===== src/rtl/pack_pkg.sv =====
// Shared types and helpers for the beat-gathering pack stage and its idle timer.
package pack_pkg;

  typedef enum logic [0:0] {
    StCollect = 1'b0,
    StFull    = 1'b1
  } pack_state_e;

  // Counter width able to hold 0..limit; never narrower than one bit.
  function automatic int unsigned cnt_width(input int unsigned limit);
    return (limit < 1) ? 1 : $clog2(limit + 1);
  endfunction

endpackage


===== src/rtl/pack_idle_timer.sv =====
// Idle-cycle timer: counts enabled cycles since the last clear and flags the
// cycle on which the count reaches TIMEOUT-1. TIMEOUT=0 disables it entirely.
module pack_idle_timer
  import pack_pkg::*;
#(
  parameter int unsigned TIMEOUT = 0
) (
  input  logic clk,
  input  logic rst,
  input  logic clr,
  input  logic en,
  output logic exp
);

  if (TIMEOUT == 0) begin : g_off
    logic unused_inputs;
    assign unused_inputs = ^{clk, rst, clr, en};
    assign exp = 1'b0;
  end else begin : g_on
    localparam int unsigned CntW = cnt_width(TIMEOUT);
    localparam logic [CntW-1:0] Last = CntW'(TIMEOUT - 1);
    localparam logic [CntW-1:0] Sat = CntW'(TIMEOUT);

    logic [CntW-1:0] cnt_q, cnt_d;

    assign exp = en && (cnt_q == Last);

    // Expiry restarts the count so a fresh partial word gets a full window.
    always_comb begin
      cnt_d = cnt_q;
      if (clr || exp) begin
        cnt_d = '0;
      end else if (en && (cnt_q != Sat)) begin
        cnt_d = cnt_q + 1'b1;
      end
    end

    always_ff @(posedge clk) begin
      if (rst) begin
        cnt_q <= '0;
      end else begin
        cnt_q <= cnt_d;
      end
    end
  end

endmodule


===== src/rtl/pack.sv =====
// Gathers ARGD consecutive ARGW-bit beats into one word, first beat in the
// least-significant lane; a stalled partial word is dropped after TIMEOUT idle clocks.
module pack
  import pack_pkg::*;
#(
  parameter int unsigned ARGW    = 8,
  parameter int unsigned ARGD    = 2,
  parameter int unsigned TIMEOUT = 0
) (
  input  logic                 clk,
  input  logic                 rst,
  input  logic                 arg_stb,
  input  logic [ARGW-1:0]      arg_dat,
  output logic                 arg_rdy,
  output logic                 out_stb,
  output logic [ARGW*ARGD-1:0] out_dat,
  input  logic                 out_rdy,
  output logic                 err
);

  localparam int unsigned IdxW = $clog2(ARGD);
  localparam int unsigned OutW = ARGW * ARGD;
  localparam logic [IdxW-1:0] LastIdx = IdxW'(ARGD - 1);

  pack_state_e     state_q, state_d;
  logic [IdxW-1:0] idx_q, idx_d;
  logic [OutW-1:0] dat_q, dat_d;
  logic            arg_rdy_q, arg_rdy_d;
  logic            out_stb_q, out_stb_d;
  logic            err_q, err_d;

  logic accept;
  logic emit;
  logic expire;
  logic timer_en;

  assign accept   = arg_stb & arg_rdy_q;
  assign emit     = out_stb_q & out_rdy;
  assign timer_en = (state_q == StCollect) && (idx_q != '0);

  pack_idle_timer #(
    .TIMEOUT(TIMEOUT)
  ) u_idle_timer (
    .clk(clk),
    .rst(rst),
    .clr(accept),
    .en (timer_en),
    .exp(expire)
  );

  always_comb begin
    state_d = state_q;
    idx_d   = idx_q;
    dat_d   = dat_q;
    err_d   = 1'b0;
    unique case (state_q)
      StCollect: begin
        // A beat arriving on the expiry cycle wins over the timeout.
        if (accept) begin
          dat_d[idx_q*ARGW +: ARGW] = arg_dat;
          if (idx_q == LastIdx) begin
            state_d = StFull;
            idx_d   = '0;
          end else begin
            idx_d = idx_q + 1'b1;
          end
        end else if (expire) begin
          idx_d = '0;
          err_d = 1'b1;
        end
      end
      StFull: begin
        if (emit) begin
          state_d = StCollect;
        end
      end
      default: state_d = StCollect;
    endcase
    arg_rdy_d = (state_d == StCollect);
    out_stb_d = (state_d == StFull);
  end

  always_ff @(posedge clk) begin
    if (rst) begin
      state_q   <= StCollect;
      idx_q     <= '0;
      dat_q     <= '0;
      arg_rdy_q <= 1'b0;
      out_stb_q <= 1'b0;
      err_q     <= 1'b0;
    end else begin
      state_q   <= state_d;
      idx_q     <= idx_d;
      dat_q     <= dat_d;
      arg_rdy_q <= arg_rdy_d;
      out_stb_q <= out_stb_d;
      err_q     <= err_d;
    end
  end

  assign arg_rdy = arg_rdy_q;
  assign out_stb = out_stb_q;
  assign out_dat = dat_q;
  assign err     = err_q;

endmodule

===== config.mk =====
export PLATFORM = sky130hd
export DESIGN_NAME = pack
export DESIGN_NICKNAME = d
export VERILOG_FILES = /design/src/rtl/pack_pkg.sv /design/src/rtl/pack_idle_timer.sv /design/src/rtl/pack.sv
export SDC_FILE = /design/constraint.sdc
export NUM_CORES = 1
export LEC_CHECK = 0
export BUFFER_PORTS_ARGS = -buffer_cell sky130_fd_sc_hd__buf_4
export CORE_MARGIN = 10
export CORE_UTILIZATION = 35
export CTS_CLUSTER_DIAMETER = 200
export CTS_CLUSTER_SIZE = 10
export DETAILED_ROUTE_END_ITERATION = 8
export MAX_ROUTING_LAYER = met4
export RECOVER_POWER = 100
export SYNTH_ARGS = -nofsm -noshare
export SYNTH_HDL_FRONTEND = slang
export SYNTH_HIERARCHICAL = 1
export SYNTH_SLANG_ARGS = --single-unit

===== constraint.sdc =====
create_clock -name clk -period 1.2 [get_ports clk]
set_input_delay 0.06 -clock clk [delete_from_list [all_inputs] [get_ports clk]]
set_output_delay 0.06 -clock clk [all_outputs]
set_load 0.005 [all_outputs]

# == Word-level counts from Yosys, hierarchy flattened ==
# Cells that the tools add are included.
# op_classes
add_sub_neg,2
n_shift,2
mux,6
bitwise,4
n_reduce_logical,1
# op_table
cell,count
negator 4 -> 34 bit,1
"variable shift 8 x 34 -> 16 bit, first input constant",1
variable part select 8 x 34 -> 16 bit,1
bitwise mux 16 bit,1
2-to-1 mux 1 bit,4
AND 1 bit,2
inverter 1 bit,2
case mux 1 bit (2 select lines),1
AND reduction 2 bit,1
"adder 1 bit, second input constant",1
# word_totals
reg_bits,19
output_inout_bits,19
word_cells,19

# == Longest topological paths before layout ==
# Gate-level depths: netlist of the first run.
# depth
word_depth,4
depth_mapped,4
ltp_nobuf,3

# == Hierarchy ==
# The synthesis of the first run kept the hierarchy.
# modules_own_cells
mod,instances,cells_per_inst,area_each_um2
pack,1,87,772.0
pack_idle_timer,1,2,11.3

# == Least setup slack after synthesis of the first run ==
# Ideal clock, no wire load.
# synth_path
path_kind,reg-to-reg
from,"register out_stb_q, in the netlist out_stb"
to,"register out_stb_q, in the netlist out_stb"
t_arrival_ps,891
slack_ps,171
stages_incl_launch_ff,5
path_cell_list,dfxtp_1 > and4b_1 > buf_4 > nor2_1 > nor2_1
# synth_via
elab_chain_len,3
word_cells_on_any_way,4
cone_classes,mux: 2; bitwise: 2
# synth_lines
item,line_no,rtl
"start, declared",pack.sv:29,"logic out_stb_q, out_stb_d;"
"start signal, assigned",pack.sv:96,out_stb_q <= out_stb_d;
AND 1 bit,pack.sv:38,assign emit = out_stb_q & out_rdy;
2-to-1 mux 1 bit,pack.sv:73,if (emit) begin
case mux 1 bit (2 select lines) (*),pack.sv:56,unique case (state_q)
# Every way passes the cells marked *; elsewhere a longest branch is shown, timed or not.
# A chain may end at the register's enable or synchronous reset.

# == Worst setup path after layout of the first run ==
# Ends and elaborated chain as after synthesis.

==> results of run 1 <==
flip-flops by register name (all words and copies together), names as in the netlist:
signal,cells
err,1
arg_rdy,1
idx_q,1
out_dat,16
out_stb,1
layer usage:
layer | vias up | wire length [um] | global-route usage (%)
met5 | - | 0 | -
met4 | 0 | 17 | 2.308
met3 | 2 | 114 | 5.017
met2 | 16 | 845 | 12.80
met1 | 283 | 924 | 11.11
li1 | 351 | - | -
final cells by class:
| cell class | instances | area, um2 |
|---|---|---|
| timing repair buffer | 33 | 235.2 |
| multi-input combinational | 62 | 346.6 |
| sequential | 20 | 401.6 |
| clock buffer | 4 | 36.28 |
| tap | 27 | 33.78 |
| fill | 220 | 988.4 |
where the power goes:
part	internal, W	leakage, nW	switching [W]	total (W)
Sequential	0.000688	0.163	0.0000159	0.000704
Combinational	0.0000745	0.218	0.0000690	0.000143
Clock	0.000185	0.0210	0.000197	0.000382
Total	0.000947	0.402	0.000282	0.00123
worst paths after layout:
path / to / slack (ns) / cells past startpoint
max: out_stb / 0.08 / 4
min: arg_rdy / 0.01 / 3
max reg2reg: out_stb / 0.08 / 4
min reg2reg: out_dat[2] / 0.46 / 2
per-stage QoR:
stage | hold WS, ns | power, W | util [%] | std cells | instance area [um2]
detailed placement | 0.3204 | 0.0008611 | 49.75 | 141 | 1016
floorplan | 0.1960 | 0.0007859 | - | 88 | 777.0
finish | 0.01145 | 0.001229 | 51.59 | 146 | 1054
CTS | 0.002646 | 0.001249 | 52.27 | 146 | 1067
global route | 0.001502 | 0.001300 | 51.59 | 146 | 1054
global placement | 0.3184 | 0.0008605 | 49.75 | 141 | 1016
tightest hold or removal path: stages:
cell	delay [ns]
buf_4	0.07
nor2b_1	0.05
nor3_2	0.08
repair_timing:
item / CTS / global route
hold endpoints to repair: 1 / 0
hold buffers: 1 / 0
resized for setup: 1 / 3
cloned: 0 / 0
setup endpoints to repair: 5 / 8
==> flow_summary.ini, run 1 <==
[sta]
fin_setup_tns_ns = 0
min_period_ns = 1.118
fin_ws_ns = 0.08194
final.setup_skew_ns = 0.002118
final_hold_viol_count = 0
rsz0062_at_grt = no
finalMaxSlewViolations = 0
max_freq_mhz = 894.4
setup_viol = 0
finalCritPeriodShare_pct = 93.17

[cts]
post_cts_buffers = 0
tritoncts.num_buffers = 3
tritoncts = done
clkLatencyLatePin_ns = 0.29
clk_path_buf_depth = 2
clock_sinks = 20
h-tree-depth = 1
path_clk_slew_ns = 0.11
clockRootBuffer = clkbuf_4

[global_route]
grt_pass1_vias = 651
grt_overflow = 0
grt_pass1_wl_um = 3091
grt_max_degree = 21
track_usage_pct = 9.157
antenna_found_initial = 0

[logic_synthesis]
synth_cells = 88
syn_area_um2 = 777.0
syn-num-nets = 100
yosys_warnings = 6
avgSynthCellArea_um2 = 8.829

[layout]
layout_commonest_cell = nand2_1
drive_gt1_share_pct = 36.97
num_antenna_cells = 0
nNetsFinal = 132
final_cell_mix = nand2_1 (32), dfxtp_1 (19), clkbuf_4 (18)
syn_to_final_growth_pct = 35.59

[drt]
vias_per_cell = 4.466
num_vias = 652
wl_um = 1901
ant_nets = 0
wl_per_cell_um = 13.02
drc = 0
drt_iter0_drc = 24
dr.pass1.iters = 4

[floorplanning]
initial_core_util_pct = 38.05
die_area_um2 = 4504
rows = 16
fp.dieW_um = 67.12
die_height_um = 67.12
core_area_um2 = 2042
ioPinCount = 31

[placement]
dp_slack_ns = 0.01648
place_hpwl_um = 1435
portBuffers = 30
place_congestion = 0.7776

[setup_path]
cp_slowest_stage_delay_ns = 0.45
critPathLaunchType = flip-flop
cpMaxStageDelayCell = dfxtp_1
arrival_ns = 1.31
cp-end-kind = flip-flop
crit_type = reg -> reg
cp_common_cell = nor2_1
cp_max_fo = 10
critPathTopFamily = flip-flops
r2r-start = out_stb
startpoint = out_stb
path_cells = and4b_1 -> clkbuf_4 -> nor2_1 -> nor2_1
cp.buffers_inverters = 1
cp_data_required_time_ns = 1.39

[power]
max-vdd-ir-drop_mv = 0.7239
powerDensity_nw_per_um2 = 1167
p_leak_nw = 0.4020

[min_path]
hp-class = in -> reg
worstHoldStart = out_rdy

[flow_run]
max_cap_violations = 0

[status]
outcome = completed
No activity file was read; power rests on OpenSTA's default activity.
==> run 2: changes to the inputs <==
--- a/config.mk
+++ b/config.mk
@@ -7,11 +7,12 @@
 export LEC_CHECK = 0
 export BUFFER_PORTS_ARGS = -buffer_cell sky130_fd_sc_hd__buf_4
 export CORE_MARGIN = 10
-export CORE_UTILIZATION = 35
+export CORE_UTILIZATION = 46
 export CTS_CLUSTER_DIAMETER = 200
 export CTS_CLUSTER_SIZE = 10
 export DETAILED_ROUTE_END_ITERATION = 8
 export MAX_ROUTING_LAYER = met4
+export PLACE_DENSITY = 0.76
 export RECOVER_POWER = 100
 export SYNTH_ARGS = -nofsm -noshare
 export SYNTH_HDL_FRONTEND = slang
==> run 2 against run 1 <==
  * Utilization is 11 points higher
  * Highest routed layer unchanged
  * Setup slack better by 0.045 ns
  * Clock power hardly changed
  * Maximum frequency is 4.1% higher
  * Critical endpoint is now out_dat[10]
==> flow_summary.ini, run 2 (same netlist as run 1, synthesis figures left out) <==
[drt]
wl_um = 1859
vias_per_cell = 5.133
dr.pass1.iters = 3
wl_per_cell_um = 13.77
ant_nets = 0
drt_iter0_drc = 3
num_vias = 693
top_layer = met4
met2WireLength_um = 840
wl_met3_um = 168
wl_met1_um = 841
drc = 0

[sta]
max_freq_mhz = 931.5
final_hold_viol_count = 0
holdWs_ns = 0.01332
min_period_ns = 1.074
finalMaxSlewViolations = 0
setup_viol = 0
finalCritPeriodShare_pct = 89.46
rsz0062_at_grt = no
fin_setup_tns_ns = 0
final.setup_skew_ns = 0.004154

[layout]
largest_reg_flops = 16
drive_gt1_share_pct = 28.57
fillers = 160
nNetsFinal = 132
num_antenna_cells = 0
syn_to_final_growth_pct = 26.41
final_cell_mix = nand2_1 (32), dfxtp_1 (20), a21oi_1 (17)
layout_commonest_cell = nand2_1

[setup_path]
cp_max_fo = 10
critPathLaunchType = flip-flop
cp-end-kind = flip-flop
cp_data_required_time_ns = 1.43
r2r-start = out_stb
startpoint = out_stb
crit_type = reg -> reg
arrival_ns = 1.30

[global_route]
antenna_found_initial = 0
grt_pass1_wl_um = 3229
track_usage_pct = 11.47
grt_pass1_vias = 734
grt_max_degree = 21
grt_overflow = 0

[cts]
h-tree-depth = 1
tritoncts.num_buffers = 3
path_clk_slew_ns = 0.11
clkLatencyLatePin_ns = 0.29
tritoncts = done
clk_path_buf_depth = 2
ctsHoldBuffers = 0
clock_sinks = 20
clockRootBuffer = clkbuf_4

[power]
powerDensity_nw_per_um2 = 1233
max-vdd-ir-drop_mv = 0.8683
p_leak_nw = 0.3917

[floorplanning]
fp.dieW_um = 61.10
die_area_um2 = 3733
core_area_um2 = 1559
rows = 14
die_height_um = 61.10
ioPinCount = 31
initial_core_util_pct = 49.84

[placement]
portBuffers = 30
place_hpwl_um = 1436
place_congestion = 0.7111

[flow_run]
max_cap_violations = 0

[min_path]
worstHoldStart = arg_dat[3]
hp-class = in -> reg

[status]
outcome = completed
run 2: cell count changes in the layout (fill, tap and decap cells not counted):
cell	change
clkbuf_4	-2
dfxtp_2	-1
nand4bb_4	-1
buf_4	+1
dfxtp_1	+1
dlygate4sd3_1	-1
a21oi_1	+7
and4b_2	+1
nor3_1	+1
clkbuf_1	+2
a21oi_2	-7
nor3_2	-1
and4b_1	-1
nand4bb_1	+1
run 2: routing by layer:
metal,up-vias,track usage [%]
li1,350,-
met4,0,5.863
met2,22,16.72
met1,319,13.06
met5,-,-
met3,2,4.938
run 2: through the flow:
| step | setup slack, ns | cells | area, um2 | power (W) | util (%) |
|---|---|---|---|---|---|
| floorplan | 0.1913 | 88 | 777.0 | 0.0007859 | - |
| global placement | 0.07395 | 130 | 1002 | 0.0008619 | 64.29 |
| detailed placement | 0.04878 | 130 | 1002 | 0.0008662 | 64.29 |
| CTS | 0.01629 | 134 | 1039 | 0.001246 | 66.61 |
| global route | 0.02132 | 135 | 982.2 | 0.001265 | 63.00 |
| finish | 0.1265 | 135 | 982.2 | 0.001211 | 63.00 |
run 2: report_power, final:
group / switching (W) / internal (W)
Combinational: 0.0000633 / 0.0000676
Sequential: 0.0000139 / 0.000687
Clock: 0.000194 / 0.000185
run 2: critical path, cell delays in order (launching register included):
cell,delay [ns]
dfxtp_1,0.37
and4b_2,0.43
nand2_1,0.08
a21oi_1,0.13
run 2: worst paths after layout:
check           endpoint  slack, ns  cells past startpoint
max          out_dat[10]       0.13                      3
min          out_dat[11]       0.01                      3
max reg2reg  out_dat[10]       0.13                      3
min reg2reg   out_dat[7]       0.46                      2
run 2: cell type report:
cell class	count	area, um2	share of cell area [%]
timing repair buffer	33	225.2	22.93
multi-input combinational	62	300.3	30.57
tap	16	20.02	2.038
sequential	20	400.4	40.76
clock buffer	4	36.28	3.694
run 2: repair_timing:
action,CTS,global route
setup endpoints to repair,0,17
setup buffers,0,1
resized for setup,0,2
==> run 3: changes to the inputs <==
--- a/config.mk
+++ b/config.mk
@@ -14,6 +14,7 @@
 export MAX_ROUTING_LAYER = met4
 export PLACE_DENSITY = 0.76
 export RECOVER_POWER = 100
+export SLEW_MARGIN = 20
 export SYNTH_ARGS = -nofsm -noshare
 export SYNTH_HDL_FRONTEND = slang
 export SYNTH_HIERARCHICAL = 1
==> constraint.sdc (replaced) <==
create_clock -name clk -period 1.2 [get_ports clk]
set_input_delay 0.06 -clock clk [delete_from_list [all_inputs] [get_ports clk]]
set_output_delay 0.06 -clock clk [all_outputs]
set_load 0.01 [all_outputs]
==> run 3 against run 2 <==
  * Combinational power barely moved
  * Non-clock buffer count is the same
  * Flip-flop and latch count stayed put
  * Wire length is 1.0% higher
  * Critical path depth is the same
  * Register-to-register slack barely moved
  * Clock power barely moved
  * Global-route usage is the same
==> flow_summary.ini, run 3 (same netlist as run 1, synthesis figures left out) <==
[power]
p_leak_nw = 0.3441
powerDensity_nw_per_um2 = 1298
finalPower_w = 0.001211
max-vdd-ir-drop_mv = 0.8683

[drt]
wl_um = 1878
vias_per_cell = 5.126
ant_nets = 0
num_vias = 692
drt_iter0_drc = 3
drc = 0
dr.pass1.iters = 4
wl_per_cell_um = 13.91

[cts]
clock_sinks = 20
clk_path_buf_depth = 2
tritoncts.num_buffers = 3
ctsHoldBuffers = 0
clkLatencyLatePin_ns = 0.29
h-tree-depth = 1
tritoncts = done
path_clk_slew_ns = 0.11
clockRootBuffer = clkbuf_4

[setup_path]
startpoint = out_stb
crit_type = reg -> reg
endpoint = out_dat[10]
r2r-start = out_stb
ff2ff_path_depth = 3
arrival_ns = 1.31
cp_max_fo = 10
cp-end-kind = flip-flop
reg2reg_slack_ns = 0.13
timing.rr.end = out_dat[10]
cp_data_required_time_ns = 1.43
critPathLaunchType = flip-flop

[floorplanning]
initial_core_util_pct = 49.84
ioPinCount = 31
die_height_um = 61.10
rows = 14
core_area_um2 = 1559
fp.dieW_um = 61.10
die_area_um2 = 3733

[flow_run]
max_cap_violations = 0

[global_route]
grt_pass1_wl_um = 3229
grt_max_degree = 21
track_usage_pct = 11.47
antenna_found_initial = 0
grt_pass1_vias = 734
grt_overflow = 0

[placement]
place_congestion = 0.7111
placed_area_um2 = 1002
portBuffers = 30
dp_slack_ns = 0.04878
place_hpwl_um = 1436

[sta]
holdWs_ns = 0.01333
rsz0062_at_grt = no
final_hold_viol_count = 0
max_freq_mhz = 930.8
fin_setup_tns_ns = 0
fin_ws_ns = 0.1256
setup_viol = 0
finalMaxSlewViolations = 0
finalCritPeriodShare_pct = 89.53
final.setup_skew_ns = 0.003965
min_period_ns = 1.074

[layout]
num_antenna_cells = 0
design_area_um2 = 933.4
layout_commonest_cell = nand2_1
final_cell_mix = nand2_1 (32), dfxtp_1 (20), clkbuf_1 (19)
nNetsFinal = 132
largest_reg_flops = 16
drive_gt1_share_pct = 17.65
syn_to_final_growth_pct = 20.13

[status]
outcome = completed

[min_path]
hp-class = in -> reg
==> run 3: cell counts in the layout (fill, tap and decap cells not counted) <==
No cell type changed its count.
==> run 3: worst min path at each step <==
stage             endpoint  cells after the start       start
2_1_floorplan   out_dat[0]                      2  arg_dat[0]
3_3_place_gp    out_dat[2]                      3  arg_dat[2]
3_5_place_dp    out_dat[0]                      3  arg_dat[0]
4_1_cts         out_dat[0]                      3  arg_dat[0]
5_1_grt         out_dat[9]                      3  arg_dat[1]
6_report       out_dat[11]                      3  arg_dat[3]
==> run 3: cell type report <==
class / count / area [um2]
multi-input combinational: 62 / 300.3
sequential: 20 / 400.4
fill: 172 / 625.6
clock buffer: 4 / 36.28
timing repair buffer: 33 / 176.4
tap: 16 / 20.02
==> run 3: worst max-delay path: stages, from the launching register on <==
cell and delay (ns):
dfxtp_1 0.38, and4b_2 0.43, nand2_1 0.08, a21oi_1 0.13
==> run 3: through the flow <==
step	cells	util, %
after floorplan	88	-
after global placement	130	64.29
after detailed placement	130	64.29
after CTS	134	66.61
after global routing	135	59.87
final	135	59.87
==> run 3: per-layer routing <==
metal	global-route usage, %	part of all wire, %	vias up
met5	-	0	-
met4	5.863	0.43	0
met3	4.938	9.7	2
met2	16.72	45	24
met1	13.06	45	315
li1	-	-	351
==> run 3: power breakdown <==
group	total, W	switching, W	internal (W)
logic	0.000130	0.0000716	0.0000588
registers	0.000701	0.0000139	0.000687
clock network	0.000379	0.000195	0.000185
==> run 3: repair_timing <==
action / CTS / global route
endpoints found under the setup margin: 0 / 17
gates resized for setup: 0 / 2
setup buffers: 0 / 1
